[src/rtl/hazard_fwd_unit.sv]
// Pipeline hazard detection and EX operand forwarding, with a single fixed-latency
// long-op unit tracked by a down-counter and saturating stall performance counters.
module hazard_fwd_unit #(
  parameter int NUM_SRC = 2,
  parameter int REG_AW  = 5,
  parameter int LO_LAT  = 4,
  parameter int CNT_W   = 32
) (
  input  logic                      clk,
  input  logic                      rst_n,
  input  logic                      id_valid,
  input  logic [NUM_SRC*REG_AW-1:0] id_rs,
  input  logic [NUM_SRC-1:0]        id_rs_used,
  input  logic [REG_AW-1:0]         id_rd,
  input  logic                      id_regwrite,
  input  logic                      id_lo_op,
  input  logic [NUM_SRC*REG_AW-1:0] id_ex_rs,
  input  logic [REG_AW-1:0]         id_ex_rd,
  input  logic                      id_ex_memread,
  input  logic                      ex_mem_regwrite,
  input  logic [REG_AW-1:0]         ex_mem_reg_rd,
  input  logic                      mem_wb_regwrite,
  input  logic [REG_AW-1:0]         mem_wb_reg_rd,
  output logic [2*NUM_SRC-1:0]      forward_sel,
  output logic                      stall,
  output logic                      lo_done,
  output logic                      lo_busy,
  output logic [CNT_W-1:0]          cnt_loaduse,
  output logic [CNT_W-1:0]          cnt_lostall
);

  localparam logic [3:0] LO_LAT_C = 4'(LO_LAT);

  logic              lo_busy_q, lo_busy_d;
  logic [3:0]        lo_cnt_q, lo_cnt_d;
  logic [REG_AW-1:0] lo_rd_q, lo_rd_d;
  logic [CNT_W-1:0]  cnt_lu_q, cnt_lu_d;
  logic [CNT_W-1:0]  cnt_ls_q, cnt_ls_d;
  logic              luh, lrh, lwh, lsh, accept;

  always_comb begin
    forward_sel = '0;
    for (int i = 0; i < NUM_SRC; i++) begin
      if (ex_mem_regwrite && (ex_mem_reg_rd != '0) &&
          (ex_mem_reg_rd == id_ex_rs[i*REG_AW +: REG_AW]))
        forward_sel[2*i +: 2] = 2'b10;
      else if (mem_wb_regwrite && (mem_wb_reg_rd != '0) &&
               (mem_wb_reg_rd == id_ex_rs[i*REG_AW +: REG_AW]))
        forward_sel[2*i +: 2] = 2'b01;
    end
  end

  // A slot only participates when it is actually read and is not x0.
  always_comb begin
    luh = 1'b0;
    lrh = 1'b0;
    for (int i = 0; i < NUM_SRC; i++) begin
      if (id_valid && id_rs_used[i] && (id_rs[i*REG_AW +: REG_AW] != '0)) begin
        if (id_ex_memread && (id_ex_rd != '0) && (id_rs[i*REG_AW +: REG_AW] == id_ex_rd))
          luh = 1'b1;
        if (lo_busy_q && (lo_rd_q != '0) && (id_rs[i*REG_AW +: REG_AW] == lo_rd_q))
          lrh = 1'b1;
      end
    end
  end

  assign lo_done = lo_busy_q && (lo_cnt_q == 4'd1);
  assign lo_busy = lo_busy_q;
  assign lwh     = lo_busy_q && id_valid && id_regwrite && (id_rd != '0) && (id_rd == lo_rd_q);
  assign lsh     = lo_busy_q && !lo_done && id_valid && id_lo_op;
  assign stall   = rst_n && (luh || lrh || lwh || lsh);
  assign accept  = id_valid && id_lo_op && !stall;

  assign cnt_loaduse = cnt_lu_q;
  assign cnt_lostall = cnt_ls_q;

  // A new op accepted in the lo_done cycle reloads the unit without a gap.
  always_comb begin
    lo_busy_d = lo_busy_q;
    lo_cnt_d  = lo_cnt_q;
    lo_rd_d   = lo_rd_q;
    if (accept) begin
      lo_busy_d = 1'b1;
      lo_cnt_d  = LO_LAT_C;
      lo_rd_d   = id_regwrite ? id_rd : '0;
    end else if (lo_busy_q) begin
      lo_cnt_d = lo_cnt_q - 4'd1;
      if (lo_done)
        lo_busy_d = 1'b0;
    end
  end

  always_comb begin
    cnt_lu_d = cnt_lu_q;
    cnt_ls_d = cnt_ls_q;
    if (luh && stall && (cnt_lu_q != '1))
      cnt_lu_d = cnt_lu_q + CNT_W'(1);
    if ((lrh || lwh || lsh) && !luh && (cnt_ls_q != '1))
      cnt_ls_d = cnt_ls_q + CNT_W'(1);
  end

  always_ff @(posedge clk or negedge rst_n) begin
    if (!rst_n) begin
      lo_busy_q <= 1'b0;
      lo_cnt_q  <= '0;
      lo_rd_q   <= '0;
      cnt_lu_q  <= '0;
      cnt_ls_q  <= '0;
    end else begin
      lo_busy_q <= lo_busy_d;
      lo_cnt_q  <= lo_cnt_d;
      lo_rd_q   <= lo_rd_d;
      cnt_lu_q  <= cnt_lu_d;
      cnt_ls_q  <= cnt_ls_d;
    end
  end

endmodule

[config.mk]
export PLATFORM = sky130hd
export DESIGN_NAME = hazard_fwd_unit
export DESIGN_NICKNAME = d
export VERILOG_FILES = /design/src/rtl/hazard_fwd_unit.sv
export SDC_FILE = /design/constraint.sdc
export NUM_CORES = 1
export LEC_CHECK = 0
export ABC_CLOCK_PERIOD_IN_PS = 2700
export CORE_MARGIN = 5
export CORE_UTILIZATION = 43
export DETAILED_ROUTE_END_ITERATION = 8
export PLACE_DENSITY = 0.77
export SETUP_SLACK_MARGIN = 0.4
export SYNTH_ARGS = -nofsm -noshare
export SYNTH_HDL_FRONTEND = slang
export SYNTH_SLANG_ARGS = --single-unit
[constraint.sdc]
create_clock -name clk -period 2.7 [get_ports clk]
set_clock_uncertainty 0.1 [all_clocks]
set_input_delay 0.54 -clock clk [delete_from_list [all_inputs] [get_ports clk]]
set_output_delay 0.54 -clock clk [all_outputs]
set_load 0.03 [all_outputs]
# After elaboration in Yosys (flattened, before gate mapping)
# Index checks and enable logic that the tools add are counted.
op_classes:
  n_eq_ne: 12
  mux: 18
  addsub: 3
  n_reduce_logical: 47
ops:
  columns: ["operator", "n"]
  rows:
  - ["32-bit by 1-bit adder with 32-bit output, second input constant", 2]
  - ["32-bit != test, second input constant", 2]
  - ["5-bit == test", 9]
  - ["5-bit nonzero test", 7]
  - ["1-bit logical AND", 31]
  - ["1-bit 2-to-1 mux", 13]
  - ["4-bit 2-to-1 mux", 2]
  - ["1-bit logical OR", 5]
  - ["5-bit 2-to-1 mux", 1]
  - ["4-bit by 1-bit == test with 1-bit output, second input constant", 1]
  - ["2-bit 2-to-1 mux", 2]
  - ["4-bit by 1-bit subtractor with 4-bit output, second input constant", 1]
  - ["1-bit zero test", 3]
  - ["2-bit nonzero test", 1]
word_totals:
  out_inout_bits: 71
  wordCells: 85
  reg_bits: 74
  input_bits: 50

# Longest topological paths before layout
logic_depth:
  word_depth: 14
  ltp_mapped: 9
  ltp_nobuf: 9

# Least setup slack after synthesis
# No wires, ideal clock.
synth_path:
  kind: "input port to output port"
  from: "in ex_mem_reg_rd[1]"
  to: "out forward_sel[0]"
  t_arrival_ns: 2.477
  t_required_ns: 2.060
  cell_stages: 4
  n_path_buf: 0
  slack_ns: -0.417
  path_cell_list: "or4_1 o21ai_0 nor4_1 nor4_1"
synth_between:
  elab_chain_len: 4
  word_cells_on_any_way: 5
  classes_between: "eq/ne: 1; mux: 1; reduce/logical: 3"
synth_lines:
  columns: ["item", "line_no", "text"]
  rows:
  - ["from (decl)", "21", "input logic [REG_AW-1:0] ex_mem_reg_rd,"]
  - ["5-bit nonzero test", "44", "if (ex_mem_regwrite && (ex_mem_reg_rd != '0) &&"]
  - ["1-bit logical AND", "44", null]
  - ["1-bit logical AND *", "44", null]
  - ["2-bit 2-to-1 mux *", "44", null]
  - ["to (decl)", "24", "output logic [2*NUM_SRC-1:0] forward_sel,"]
# Every way passes the cells marked *; elsewhere a longest branch is shown, timed or not.

# Final worst setup path
layout_path:
  from: "in id_rs[6]"
  to: "out stall"
layout_between:
  elab_chain_len: 8
  word_cells_on_any_way: 14
  classes_between: "eq/ne: 2; mux: 4; reduce/logical: 8"
layout_lines:
  columns: ["item", "line_no", "text"]
  rows:
  - ["from (decl)", "12", "input logic [NUM_SRC*REG_AW-1:0] id_rs,"]
  - ["5-bit == test (on tied branches)", "59, 61", null]
  - ["1-bit logical AND (on tied branches)", "59, 61", null]
  - ["1-bit 2-to-1 mux (on tied branches)", "59, 61", null]
  - ["1-bit 2-to-1 mux", "58", "if (id_valid && id_rs_used[i] && (id_rs[i*REG_AW +: REG_AW] != '0)) begin"]
  - ["1-bit logical OR * (3 in series)", "71", "assign stall = rst_n && (luh || lrh || lwh || lsh);"]
  - ["1-bit logical AND *", "71", null]
  - ["to (decl)", "25", "output logic stall,"]
# Marked as above.

==> summary.md <==
| Metric | Value |
|---|---|
| Synthesized instance count | between 300 and 400 |
| Power per Cell Area | ~450 nW/um^2 |
| Grt ovf | 0 |
| Setup Slack @ Placement | -0.661 ns |
| Layout Nets | 653 |
| Synthesized area | 4150 sq um |
| GRT Util Overall | 0.205 |
| Fin crit period | approximately 3 ns |
| Vias | between 3000 and 4000 |
| Path depth of the worst reg2reg path | 10 |
| Largest net degree at the start of global routing | 33 |
| Synth warnings | 0 |
| Peak VDD IR | about 0.38 mV |
| Worst-Margin Slew | between 0.5 and 0.6 ns |
| Lkg Pwr | a little over 0.003 uW |
| Num rows | 35 |
| Vias per cell | between 5 and 6 |
| Clock buffer depth | 2 |
| Remaining antenna violation count | 0 |
| TritonCTS Buffers | 9 |
| Final Cycle Share | 1.14 |
| Crit Path Class | in2out |
| CP Capture Type | output port |
| Antenna violations before repair | 0 |
| Port-buffer cells | 120 |
| #FFs+latches synth | 74 |
| Num ports | 121 |
| DRT iter0 DRCs | ~140 |
| Final setup viols | 39 |
| Syn_nets | 450 |
| Max Slew Vio Count | 0 |
| Most common cell after layout, fill and taps aside | clkdlybuf4s50_1 |
| Hold Crit Start | cnt_loaduse[6] |
| Reg2reg start | lo_rd_q[3] |
| Layout cells sized above 1 | 0.386 |
| Vias in the first global route | between 4000 and 5000 |
| Final WS setup | -0.379 ns |
| DRT Pass-1 Iters | 4 |
| F_max | ~0.32 GHz |
| Data arrival, critical path | between 2 and 2.5 ns |
| Core ar. | 9330 sq um |
| Ant diodes | 0 |
| Status | finished, violations left |
| Clock Root Buffer | clkbuf_8 |
| Endpoints failing hold | 0 |
| Syn avg cell area | 10.5 sq um |
| Slew HR | 0.606 |
| RSZ-0062 raised after global routing | yes |
| Most frequent cells in the layout | clkdlybuf4s50_1, dfrtp_1, xnor2_1 |
| Tightest Hold Check Type | reg2reg |
| Later-pin clock latency in the skew report | approximately 0.34 ns |
| Worst reg2reg path endpoint | lo_rd_q[4] |
| Most common flop cell mapped by yosys | dfrtp_1 |
| Top sig layer | met4 |
| Die Y | about 110 um |
| Worst EP required | just over 2 ns |
| Max-Cap Viols | 0 |
| Failing checks | setup timing |
| First-pass GRT wire length | 19200 um |
| Final WL | 12500 um |
| H-tree depth | 3 |
| Hold path endpoint | cnt_loaduse[6] |
| Routed len/inst | 17.0 um |
| Startpoint types | input port |
| Final instance area | between 7000 and 8000 sq um |
| Gpl congestion | ~0.89 |
| Num Clock Sinks | 74 |
| Hold path depth | 1 |
| Metal3 WL | between 400 and 500 um |
| Reg clk slew, reported paths | 0.08 ns |
| FFs w/ async S/R, synth | 1.00 |
| Filler instances | 610 |
| Initial Util | 0.445 |
| Reg2reg setup slack | -0.08 ns |
| CTS tree | done |
| Die area | about 12000 sq um |
| Post-synth EDFFs | 0 |
| HPWL after detailed placement | around 8600 um |
| Post-synthesis sequential area ratio | 0.446 |
| Met2 WL post-DR | between 6000 and 7000 um |
| Met1 Routed Length | 5040 um |
| DRC | 0 |
| Post-DP Area | a little over 6000 sq um |
| TNS Setup | -4.47 ns |
| Synth-to-Final Area Change | 68.8% |
| Die width | 108 um |
| Yosys cell types | 44 |
| Max FO, Critical Path | 2 |
metal layers:
| metal | vias up | track usage |
|---|---|---|
| met5 | - | 0 |
| met4 | 0 | 0.0703 |
| met3 | 20 | 0.0418 |
| met2 | 96 | 0.356 |
| met1 | 1936 | 0.255 |
| li1 | 1818 | - |
synth_stat cells, drive strengths merged (4+ instances only):
| cell type | count | share of area |
|---|---|---|
| a22o | 5 | 0.011 |
| o21ai | 6 | 0.011 |
| xor2 | 29 | 0.061 |
| nand2 | 33 | 0.030 |
| buf | 7 | 0.010 |
| nand3 | 37 | 0.048 |
| xnor2 | 80 | 0.17 |
| ha | 4 | 0.012 |
| and3 | 13 | 0.020 |
| inv | 5 | 0.0045 |
| nor3 | 6 | 0.0084 |
| dfrtp | 74 | 0.45 |
| or4 | 11 | 0.022 |
| nand4 | 27 | 0.041 |
| and4 | 5 | 0.011 |
| nor2 | 16 | 0.014 |
| nor4 | 12 | 0.023 |
registers in the layout (all words and copies together), names as in the netlist:
name	count
lo_cnt_q	4
cnt_lostall	32
cnt_loaduse	32
lo_rd_q	5
lo_busy	1
layout make-up:
cell class	count	area, sq um	area share
multi-input combinational	308	2890	0.413
timing repair buffer	201	1870	0.267
sequential	74	1860	0.266
tap	129	161	0.0231
clock buffer	10	128	0.0182
clock inverter	6	66.3	0.00947
inverter	5	21.3	0.00304
metrics by stage:
step | utilization | power [uW] | cells | hold slack, ns
global placement | 0.650 | 2160 | 692 | 0.307
global route | 0.751 | 3290 | 733 | 0.412
floorplan | - | 1790 | 396 | 0.144
CTS | 0.700 | 3080 | 723 | 0.398
detailed placement | 0.650 | 2180 | 692 | 0.309
finish | 0.751 | 3120 | 733 | 0.398
timing repair:
action	in CTS	in global routing
resized for setup	113	123
gates cloned	1	1
buffers inserted	13	9
pin swaps	32	69
endpoints found under the setup margin	80	81
endpoints found under the hold margin	6	0
hold buffers	1	0
worst max-delay path: stages:
cell and delay [ns]:
clkbuf_2 0.09, or4_4 0.52, o211ai_1 0.28, nor4_2 0.11, or4_4 0.54, o21ai_4 0.19, inv_4 0.04, buf_6 0.13
cell families after synthesis:
family	synth area share
flops	0.446
compound gates	0.0401
buf+inv	0.0163
fa+ha+maj	0.0121
xor+xnor	0.230
simple gates	0.249
mux	0.00543
worst max-delay path by stage:
stage / start / endpoint / slack [ns] / cells past startpoint
floorplan: id_rs[1] / stall / -0.13 / 6
global placement: id_rs[6] / stall / -0.65 / 8
detailed placement: id_rs[6] / stall / -0.66 / 8
CTS: lo_rd_q[3] / stall / -0.40 / 7
global route: id_rs[6] / stall / -0.44 / 8
finish: id_rs[6] / stall / -0.38 / 8
power breakdown:
group / switching (uW) / internal, uW
Sequential: 113 / 1200
Combinational: 470 / 471
Clock: 438 / 429
No activity file was read; power rests on OpenSTA's default activity.
